<file path="src/rtl/fft_r2sdf_bfly.sv">
// Radix-2 single-path delay-feedback butterfly stage.
// One complex sample in per accepted cycle; one DW+1-bit butterfly result out, registered.
module fft_r2sdf_bfly #(
  parameter int unsigned DW    = 10,
  parameter int unsigned DEPTH = 8
) (
  input  logic                 clk,
  input  logic                 rst_n,
  input  logic                 clr,
  input  logic                 din_valid,
  input  logic signed [DW-1:0] din_re,
  input  logic signed [DW-1:0] din_im,
  output logic                 dout_valid,
  output logic signed [DW:0]   dout_re,
  output logic signed [DW:0]   dout_im
);

  localparam int unsigned CW = $clog2(DEPTH) + 1;

  logic [CW-1:0]      r_cnt;
  logic               r_primed;
  logic signed [DW:0] r_dl_re [DEPTH];
  logic signed [DW:0] r_dl_im [DEPTH];
  logic signed [DW:0] r_dout_re;
  logic signed [DW:0] r_dout_im;
  logic               r_dout_valid;

  logic               w_accept;
  logic               w_phase;
  logic               w_wrap;
  logic signed [DW:0] w_in_re;
  logic signed [DW:0] w_in_im;
  logic signed [DW:0] w_head_re;
  logic signed [DW:0] w_head_im;
  logic signed [DW:0] w_push_re;
  logic signed [DW:0] w_push_im;
  logic signed [DW:0] w_out_re;
  logic signed [DW:0] w_out_im;

  assign w_accept  = din_valid & ~clr;
  assign w_phase   = r_cnt[CW-1];
  assign w_wrap    = (r_cnt == CW'(2 * DEPTH - 1));
  assign w_in_re   = {din_re[DW-1], din_re};
  assign w_in_im   = {din_im[DW-1], din_im};
  assign w_head_re = r_dl_re[DEPTH-1];
  assign w_head_im = r_dl_im[DEPTH-1];

  // Phase 0 forwards the previous frame's difference and stores the input;
  // phase 1 emits the sum and stores the difference.
  always_comb begin
    w_push_re = w_in_re;
    w_push_im = w_in_im;
    w_out_re  = w_head_re;
    w_out_im  = w_head_im;
    if (w_phase) begin
      w_push_re = w_head_re - w_in_re;
      w_push_im = w_head_im - w_in_im;
      w_out_re  = w_head_re + w_in_re;
      w_out_im  = w_head_im + w_in_im;
    end
  end

  always_ff @(posedge clk or negedge rst_n) begin
    if (!rst_n) begin
      r_cnt        <= '0;
      r_primed     <= 1'b0;
      r_dout_re    <= '0;
      r_dout_im    <= '0;
      r_dout_valid <= 1'b0;
      for (int i = 0; i < int'(DEPTH); i++) begin
        r_dl_re[i] <= '0;
        r_dl_im[i] <= '0;
      end
    end else if (clr) begin
      r_cnt        <= '0;
      r_primed     <= 1'b0;
      r_dout_valid <= 1'b0;
      for (int i = 0; i < int'(DEPTH); i++) begin
        r_dl_re[i] <= '0;
        r_dl_im[i] <= '0;
      end
    end else if (w_accept) begin
      // 2*DEPTH is a power of two, so the counter wraps on its own.
      r_cnt        <= r_cnt + 1'b1;
      r_primed     <= r_primed | w_wrap;
      r_dout_re    <= w_out_re;
      r_dout_im    <= w_out_im;
      r_dout_valid <= w_phase | r_primed;
      r_dl_re[0]   <= w_push_re;
      r_dl_im[0]   <= w_push_im;
      for (int i = 1; i < int'(DEPTH); i++) begin
        r_dl_re[i] <= r_dl_re[i-1];
        r_dl_im[i] <= r_dl_im[i-1];
      end
    end else begin
      r_dout_valid <= 1'b0;
    end
  end

  assign dout_valid = r_dout_valid;
  assign dout_re    = r_dout_re;
  assign dout_im    = r_dout_im;

endmodule

</file>
<file path="config.mk">
export PLATFORM = sky130hd
export DESIGN_NAME = fft_r2sdf_bfly
export DESIGN_NICKNAME = d
export VERILOG_FILES = /design/src/rtl/fft_r2sdf_bfly.sv
export SDC_FILE = /design/constraint.sdc
export NUM_CORES = 1
export LEC_CHECK = 0
export BUFFER_PORTS_ARGS = -buffer_cell sky130_fd_sc_hd__buf_4
export CAP_MARGIN = 25
export CELL_PAD_IN_SITES_DETAIL_PLACEMENT = 1
export CELL_PAD_IN_SITES_GLOBAL_PLACEMENT = 2
export CORE_MARGIN = 8
export CORE_UTILIZATION = 41
export CTS_BUF_LIST = sky130_fd_sc_hd__clkbuf_4 sky130_fd_sc_hd__clkbuf_8 sky130_fd_sc_hd__clkbuf_16
export DETAILED_ROUTE_END_ITERATION = 12
export HOLD_SLACK_MARGIN = 0.03
export PLACE_DENSITY = 0.91
export SLEW_MARGIN = 0
export SYNTH_ARGS = -nofsm -noshare
export SYNTH_HDL_FRONTEND = slang
export SYNTH_SLANG_ARGS = --single-unit
export TNS_END_PERCENT = 30
</file>
<file path="constraint.sdc">
create_clock -name clk -period 2.9 [get_ports clk]
set_input_delay 0.145 -clock clk [delete_from_list [all_inputs] [get_ports clk]]
set_output_delay 0.145 -clock clk [all_outputs]
set_load 0.05 [all_outputs]
</file>
==> flow_metrics.env, run 1 <==
export IMPL_hold_class="input pin to flip-flop"
export IMPL_synth_most_common_cell="nor2_1"
export IMPL_p_leak_nw=6.03
export IMPL_synth_ff_type="dfrtp_1"
export IMPL_grt_pass1_wl_um=41100
export IMPL_cts_tree="done"
export IMPL_max_freq_mhz=407
export IMPL_worstSetupPathType="flip-flop to flip-flop"
export IMPL_ys_types=64
export IMPL_ys_seq_area_frac=0.486
export IMPL_grtUsageTotal=0.158
export IMPL_synthTopCellsByCount="nor2_1, dfrtp_1, mux2i_1"
export IMPL_synth_seq_cells=204
export IMPL_core_area_um2=25200
export IMPL_stdcell_count=1391
export IMPL_cp_end_kind="flip-flop"
export IMPL_avgViaCountPerCell=5.27
export IMPL_tightest_slew_ps=627
export IMPL_gp_congestion=0.804
export IMPL_status="finished clean"
export IMPL_io_pins=47
export IMPL_drive_gt1_frac=0.114
export IMPL_hold_violations=0
export IMPL_h_tree_depth=1
export IMPL_required_ps=3320
export IMPL_setup_viol=0
export IMPL_num_vias=7325
export IMPL_die_w_um=176
export IMPL_arrival_ps=2880
export IMPL_fin_skew_ps=22.2
export IMPL_drc=0
export IMPL_row_count=58
export IMPL_synth_area_um2=10500
export IMPL_drt_first_iter_violations=412
export IMPL_firstDrtPassIters=4
export IMPL_synthTopCellsByArea="dfrtp_1, mux2i_1, nor2_1"
export IMPL_relSlewSlack=0.582
export IMPL_routedWlPerCell_um=17.5
export IMPL_tns_ps=0
export IMPL_cts_buffer_depth=3
export IMPL_fillerInstances=2755
export IMPL_rsz0062_at_grt="no"
export IMPL_hpwl_um=16200
export IMPL_overflow=0
export IMPL_start_kind="flip-flop"
export IMPL_antenna_found_initial=0
export IMPL_synth_top_area_frac=0.486
export IMPL_multi_input_area_um2=4920
export IMPL_critPathMaxFanout=4
export IMPL_async_flop_share=1.00
export IMPL_maxCapViolCount=0
export IMPL_drv_slew=0
export IMPL_final_nets=1113
export IMPL_synth_nets=1085
export IMPL_wl_um=24400
export IMPL_grt_max_degree=79
export IMPL_synth_warnings=0
export IMPL_syn2layout_area_growth_pct=14.7
export IMPL_power_density_nw_per_um2=541
export IMPL_cts_inserted_buffers=24
export IMPL_peakVddDrop_mv=0.534
export IMPL_start_util=0.417
export IMPL_clk_latency_ps=520
export IMPL_synth_area_per_cell_um2=10.3
export IMPL_synth_edff_count=0
export IMPL_fin_crit_ps=2460
export IMPL_dieArea_um2=31000
export IMPL_portBuffers=46
export IMPL_seq_area_um2=5110
export IMPL_insertedDiodeCount=0
export IMPL_root_buffer="clkbuf_16"
export IMPL_yosys_area_top_type="dfrtp_1"
export IMPL_whs_ps=43.4
export IMPL_syn_inst=1016
export IMPL_die_height_um=176
export IMPL_grt_pass1_vias=7825
export IMPL_cts_sinks=204
export IMPL_clk_pin_slew_worst_paths_ps=60
export IMPL_ant_nets=0
export IMPL_finalCritPeriodShare=0.847
export IMPL_place_inst=1338
export IMPL_post_cts_buffers=0
-- what timing repair did --
action	in CTS	in global routing
hold buffers	10	0
resized for setup	0	0
endpoints found under the hold margin	78	0
-- where the power goes --
| group | leakage [nW] | internal [W] | switching [W] |
|---|---|---|---|
| registers | 2.82 | 0.00289 | 0.0000276 |
| logic | 2.80 | 0.000178 | 0.000301 |
| clock network | 0.415 | 0.00193 | 0.00119 |
| total | 6.03 | 0.00500 | 0.00151 |
-- worst max-delay path, stage by stage, from the launching register on --
cell,delay [ps]
dfrtp_1,410
inv_1,70
ha_1,160
inv_1,60
fa_1,470
a211oi_4,350
o21bai_2,110
a21oi_2,220
o311ai_2,150
xnor2_1,160
a211oi_2,210
-- kinds of logic (layout without fill, tap and decap cells) --
logic type,Yosys count,in the layout,share of synthesized area
adders and majority gates,45,45,0.0565
buffers and inverters,105,150,0.0447
AOI/OAI and AO/OA,143,143,0.0912
muxes,171,171,0.163
DFF,204,204,0.486
and+or+nand+nor,321,321,0.136
xor gates and xnor gates,27,27,0.0225
-- path summary, 6_finish.rpt --
check / end / slack [ps] / start / cells after the start
worst max-delay path: r_dl_im[87]$_DFFE_PN0P_ / 440 / w_head_im[0]$_DFFE_PN0P_ / 10
worst min-delay path: r_dl_im[87]$_DFFE_PN0P_ / 40 / din_im[9] / 3
worst max register to register: r_dl_im[87]$_DFFE_PN0P_ / 440 / w_head_im[0]$_DFFE_PN0P_ / 10
worst min register to register: dout_im[5]$_DFFE_PN0P_ / 480 / dout_im[5]$_DFFE_PN0P_ / 1
max in group asynchronous: r_dl_re[75]$_DFFE_PN0P_ / 1930 / rst_n / 3
min in group asynchronous: r_dl_re[66]$_DFFE_PN0P_ / 200 / rst_n / 2
-- cell usage in the layout, fill, tap and decap left out, drive strengths merged, types with 12 or more instances in the layout --
cell,instances
nand3,13
dfrtp,204
buf,61
clkbuf,34
nor2,209
nor3,12
nand2,27
a21oi,37
inv,36
a211oi,14
xnor2,20
o21ai,44
mux2i,171
ha,41
-- flip-flops by register name, summed over array words and instances (netlist names) --
register,flops
dout_im,11
dout_re,11
dout_valid,1
r_cnt,4
r_dl_im,77
r_dl_re,77
r_primed,1
w_head_im,11
w_head_re,11
-- cell type report --
| class | count | share of cell area |
|---|---|---|
| well taps | 330 | 0.0343 |
| multi-input cells | 707 | 0.409 |
| flip-flops and latches | 204 | 0.424 |
| clock buffers | 33 | 0.0571 |
| inverters | 35 | 0.0109 |
| repair buffers | 72 | 0.0526 |
| clock inverters | 10 | 0.0119 |
-- metal layers --
metal,global-route usage,vias up,part of all wire
met5,0,-,0
met4,0.0378,0,0.019
met3,0.0237,29,0.031
met2,0.268,86,0.48
met1,0.210,3677,0.47
li1,-,3533,-
-- metrics by stage --
step	instance area [um2]	total power, W	setup WS, ps	utilization
detailed placement	11100	0.00344	428	0.441
global placement	11100	0.00343	550	0.441
global route	12000	0.00675	280	0.478
CTS	12000	0.00662	419	0.478
floorplan	10500	0.00327	686	-
finish	12000	0.00651	443	0.478
No activity file was read; power rests on OpenSTA's default activity.
==> inputs of run 2 (changes only) <==
clock period = 2.6 ns   (was 2.9 ns; I/O delays follow)
==> flow_metrics.env, run 2 (same netlist as run 1, synthesis figures left out) <==
export IMPL_root_buffer="clkbuf_16"
export IMPL_drt_first_iter_violations=543
export IMPL_p_comb_frac=0.077
export IMPL_cp_endpoint="r_dl_im[83]$_DFFE_PN0P_"
export IMPL_final_nets=1116
export IMPL_insertedDiodeCount=0
export IMPL_grtUsageTotal=0.158
export IMPL_reg2reg_to="r_dl_im[83]$_DFFE_PN0P_"
export IMPL_peakVddDrop_mv=0.459
export IMPL_core_area_um2=25200
export IMPL_die_w_um=176
export IMPL_place_ws_ps=169
export IMPL_drive_gt1_frac=0.111
export IMPL_hold_violations=0
export IMPL_arrival_ps=2830
export IMPL_clk_latency_ps=520
export IMPL_post_cts_buffers=0
export IMPL_gp_congestion=0.832
export IMPL_grt_pass1_vias=7755
export IMPL_portBuffers=46
export IMPL_grt_pass1_wl_um=40900
export IMPL_critPathMaxFanout=4
export IMPL_overflow=0
export IMPL_start_kind="flip-flop"
export IMPL_row_count=58
export IMPL_cts_sinks=204
export IMPL_firstDrtPassIters=4
export IMPL_cts_buffer_depth=3
export IMPL_regToRegSetupSlack_ps=190
export IMPL_r2r_start="w_head_im[0]$_DFFE_PN0P_"
export IMPL_hpwl_um=16100
export IMPL_hold_class="input pin to flip-flop"
export IMPL_h_tree_depth=1
export IMPL_die_height_um=176
export IMPL_start_util=0.417
export IMPL_fin_skew_ps=19.8
export IMPL_p_int_w=0.00537
export IMPL_maxCapViolCount=0
export IMPL_worstSetupPathType="flip-flop to flip-flop"
export IMPL_timing_final_ws_setup_ps=187
export IMPL_switching_share=0.234
export IMPL_tightest_slew_ps=728
export IMPL_fin_crit_ps=2410
export IMPL_p_leak_nw=6.02
export IMPL_drc=0
export IMPL_rr_worst_depth=10
export IMPL_clockPowerShare=0.458
export IMPL_antenna_found_initial=0
export IMPL_crit_path_frequent_cell="inv_1"
export IMPL_num_vias=7379
export IMPL_setup_viol=0
export IMPL_cp_startpoint="w_head_im[0]$_DFFE_PN0P_"
export IMPL_cts_inserted_buffers=23
export IMPL_final_common_cell="nor2_1"
export IMPL_cp_end_kind="flip-flop"
export IMPL_power_density_nw_per_um2=584
export IMPL_avgViaCountPerCell=5.31
export IMPL_power_w=0.00701
export IMPL_cts_tree="done"
export IMPL_routedWlPerCell_um=17.4
export IMPL_status="finished clean"
export IMPL_drv_slew=0
export IMPL_switchingPower_w=0.00164
export IMPL_max_stage_delay_ps=460
export IMPL_finalCritPeriodShare=0.928
export IMPL_layout_common_cells="nor2_1, dfrtp_1, mux2i_1"
export IMPL_tns_ps=0
export IMPL_io_pins=47
export IMPL_path_cells="inv_1 -> ha_1 -> inv_1 -> fa_1 -> a211oi_4 -> o21bai_2 -> a21oi_2 -> xnor2_1 -> mux2i_1 -> a211oi_1"
export IMPL_relSlewSlack=0.514
export IMPL_grt_max_degree=131
export IMPL_dieArea_um2=31000
export IMPL_wl_um=24100
export IMPL_seq_power_share=0.465
export IMPL_required_ps=3010
export IMPL_slowest_stage="fa_1"
export IMPL_syn2layout_area_growth_pct=14.4
export IMPL_rsz0062_at_grt="no"
export IMPL_largestRegisters="r_dl_im (77), r_dl_re (77)"
export IMPL_clk_pin_slew_worst_paths_ps=60
export IMPL_ant_nets=0
export IMPL_max_freq_mhz=414
==> run 2: cell types whose count changed in the layout (fill, tap and decap cells not counted), sizes merged <==
cell | previous run | this run
buf | 61 | 62
dlygate4sd3 | 10 | 13
clkinvlp | 1 | 0
clkbuf | 34 | 36
clkinv | 5 | 1
bufinv | 3 | 1
==> run 2: area by class of cell <==
| class | instances | area [um2] |
|---|---|---|
| Fill cell | 2753 | 13200 |
| Sequential cell | 204 | 5110 |
| Multi-Input combinational cell | 707 | 4930 |
| Clock buffer | 35 | 697 |
| Timing Repair Buffer | 76 | 683 |
| Tap cell | 330 | 413 |
| Inverter | 35 | 131 |
| Clock inverter | 3 | 55.1 |
==> run 2: how the worst min path moves through the flow <==
stage	start	end	slack (ps)	cells past startpoint
after floorplan	rst_n	dout_im[0]$_DFFE_PN0P_	-170	0
after global placement	rst_n	r_dl_re[55]$_DFFE_PN0P_	200	1
after detailed placement	rst_n	r_dl_re[34]$_DFFE_PN0P_	200	1
after CTS	din_im[3]	r_dl_im[80]$_DFFE_PN0P_	30	3
after global routing	din_im[3]	r_dl_im[80]$_DFFE_PN0P_	80	3
final	din_im[3]	r_dl_im[80]$_DFFE_PN0P_	40	3
==> run 2: worst max-delay path: cells and delay by family, from the launching register on <==
| family | cells | cell delay [ps] |
|---|---|---|
| buffers and inverters | 2 | 130 |
| multiplexers | 1 | 100 |
| AO/OA/AOI/OAI | 4 | 900 |
| flip-flops | 1 | 410 |
| adder cells (fa/ha/maj) | 2 | 610 |
| XOR/XNOR | 1 | 160 |
==> run 2: power by group through the flow <==
stage,clock network [W],registers [W],logic [W]
floorplan,0,0.00331,0.000340
global placement,0,0.00331,0.000515
detailed placement,0,0.00332,0.000525
CTS,0.00331,0.00326,0.000545
global route,0.00340,0.00326,0.000598
finish,0.00321,0.00326,0.000537
==> run 2: per-layer routing <==
layer / track usage / wire length [um] / up-vias
met4: 0.0558 / 829 / 0
met5: 0 / 0 / -
li1: - / - / 3543
met1: 0.209 / 11000 / 3690
met2: 0.263 / 11600 / 100
met3: 0.0209 / 615 / 46
==> run 2: repair_timing <==
action / CTS / global route
resized for setup: 0 / 1
endpoints found under the setup margin: 0 / 1
hold buffers: 13 / 0
endpoints found under the hold margin: 86 / 0
==> run 2: through the flow <==
step	area, um2	utilization	hold WS, ps	cells
after global placement	11100	0.442	201	1339
after global routing	12000	0.477	77.7	1390
after CTS	12000	0.477	33.4	1390
after detailed placement	11100	0.442	202	1339
after floorplan	10500	-	-166	1016
final	12000	0.477	43.5	1390
==> inputs of run 3 (changes only) <==
--- a/config.mk
+++ b/config.mk
@@ -13,7 +13,9 @@
 export CORE_UTILIZATION = 41
 export CTS_BUF_LIST = sky130_fd_sc_hd__clkbuf_4 sky130_fd_sc_hd__clkbuf_8 sky130_fd_sc_hd__clkbuf_16
+export CTS_CLUSTER_SIZE = 30
 export DETAILED_ROUTE_END_ITERATION = 12
 export HOLD_SLACK_MARGIN = 0.03
 export PLACE_DENSITY = 0.91
+export SETUP_SLACK_MARGIN = 0.4
 export SLEW_MARGIN = 0
 export SYNTH_ARGS = -nofsm -noshare
==> constraint.sdc (replaced) <==
create_clock -name clk -period 2.6 [get_ports clk]
set_input_delay 0.26 -clock clk [delete_from_list [all_inputs] [get_ports clk]]
set_output_delay 0.26 -clock clk [all_outputs]
set_load 0.05 [all_outputs]
==> flow_metrics.env, run 3 (same netlist as run 1, synthesis figures left out) <==
export IMPL_status="finished clean"
export IMPL_cts_tree="done"
export IMPL_setup_viol=0
export IMPL_grt_pass1_vias=7912
export IMPL_maxCapViolCount=0
export IMPL_drc=0
export IMPL_dieArea_um2=31000
export IMPL_firstDrtPassIters=4
export IMPL_tightest_slew_ps=729
export IMPL_drt_first_iter_violations=390
export IMPL_routedWlPerCell_um=17.6
export IMPL_antenna_found_initial=0
export IMPL_hold_class="input pin to flip-flop"
export IMPL_io_pins=47
export IMPL_largestRegisters="r_dl_im (77), r_dl_re (77)"
export IMPL_num_vias=7362
export IMPL_start_util=0.417
export IMPL_hpwl_um=16300
export IMPL_insertedDiodeCount=0
export IMPL_rsz0062_at_grt="yes"
export IMPL_drive_gt1_frac=0.131
export IMPL_power_density_nw_per_um2=579
export IMPL_fin_skew_ps=18.7
export IMPL_drv_slew=0
export IMPL_peakVddDrop_mv=0.504
export IMPL_die_height_um=176
export IMPL_cp_end_kind="flip-flop"
export IMPL_arrival_ps=2700
export IMPL_hold_violations=0
export IMPL_avgViaCountPerCell=5.30
export IMPL_ant_nets=0
export IMPL_row_count=58
export IMPL_syn2layout_area_growth_pct=14.4
export IMPL_grtUsageTotal=0.159
export IMPL_start_kind="flip-flop"
export IMPL_cts_inserted_buffers=24
export IMPL_overflow=0
export IMPL_h_tree_depth=1
export IMPL_final_common_cell="nor2_1"
export IMPL_cts_sinks=204
export IMPL_layout_common_cells="nor2_1, dfrtp_1, mux2i_1"
export IMPL_clk_latency_ps=530
export IMPL_portBuffers=46
export IMPL_finalCritPeriodShare=0.871
export IMPL_max_freq_mhz=441
export IMPL_whs_ps=99.2
export IMPL_required_ps=3040
export IMPL_core_area_um2=25200
export IMPL_critPathMaxFanout=3
export IMPL_final_nets=1116
export IMPL_gp_congestion=0.822
export IMPL_grt_pass1_wl_um=41300
export IMPL_fin_crit_ps=2270
export IMPL_wl_um=24400
export IMPL_relSlewSlack=0.514
export IMPL_cts_buffer_depth=3
export IMPL_root_buffer="clkbuf_16"
export IMPL_p_leak_nw=6.00
export IMPL_clk_pin_slew_worst_paths_ps=60
export IMPL_worstSetupPathType="flip-flop to flip-flop"
export IMPL_grt_max_degree=83
export IMPL_die_w_um=176
export IMPL_tns_ps=0
-- run 3: cell types whose count changed in the layout (fill, tap and decap cells not counted), moves of 2 or more --
| cell | change |
|---|---|
| dlygate4sd3_1 | -9 |
| inv_1 | -3 |
| ha_1 | -5 |
| fa_2 | +2 |
| inv_2 | +3 |
| clkinv_2 | +6 |
| clkbuf_8 | -3 |
| clkbuf_4 | -5 |
| fa_1 | -2 |
| ha_2 | +4 |
| buf_4 | +8 |
-- run 3: power by group --
part | switching [W] | internal (W) | total, W
logic | 0.000337 | 0.000200 | 0.000537
clock network | 0.00130 | 0.00185 | 0.00315
registers | 0.0000298 | 0.00323 | 0.00326
-- run 3: cell type report --
cell class | count | area (um2)
clock buffers | 28 | 643
flip-flops and latches | 204 | 5110
repair buffers | 75 | 653
inverters | 35 | 131
multi-input cells | 707 | 4970
clock inverters | 10 | 88.8
well taps | 330 | 413
fillers | 2751 | 13200
-- run 3: worst paths after layout --
path	start	end	slack, ps	cells after the start
setup / recovery	w_head_re[0]$_DFFE_PN0P_	r_dl_re[83]$_DFFE_PN0P_	330	10
hold / removal	din_re[5]	r_dl_re[82]$_DFFE_PN0P_	100	3
setup reg to reg	w_head_re[0]$_DFFE_PN0P_	r_dl_re[83]$_DFFE_PN0P_	330	10
hold reg to reg	dout_im[6]$_DFFE_PN0P_	dout_im[6]$_DFFE_PN0P_	480	1
max in group asynchronous	rst_n	r_dl_im[32]$_DFFE_PN0P_	1540	3
min in group asynchronous	rst_n	r_dl_re[22]$_DFFE_PN0P_	250	2
-- run 3: timing repair --
action | CTS | global route
hold endpoints to repair | 55 | 0
hold buffers | 4 | 0
resized for setup | 4 | 11
pin swaps | 6 | 14
cloned | 0 | 0
buffers inserted | 3 | 4
endpoints found under the setup margin | 11 | 17
-- run 3: per-stage QoR --
step,instances,utilization,total power [W],cell area (um2),setup WS [ps]
after floorplan,1016,-,0.00365,10500,462
after global placement,1340,0.442,0.00383,11100,273
after detailed placement,1340,0.442,0.00384,11100,197
after CTS,1385,0.474,0.00705,11900,333
after global routing,1389,0.477,0.00722,12000,193
final,1389,0.477,0.00695,12000,334
-- run 3: worst max-delay path, stage by stage, from the launching register on --
cell and delay, ps:
dfrtp_1 410, inv_2 80, ha_4 130, inv_2 40, fa_2 400, a211oi_2 260
o21bai_2 130, a21oi_1 250, xnor2_1 150, mux2i_1 90, a211oi_1 220
-- run 3: routing by layer --
metal / track usage / routed length [um] / vias to the layer above
li1: - / - / 3540
met1: 0.203 / 11000 / 3684
met2: 0.277 / 12000 / 95
met3: 0.0209 / 708 / 43
met4: 0.0519 / 684 / 0
met5: 0 / 0 / -
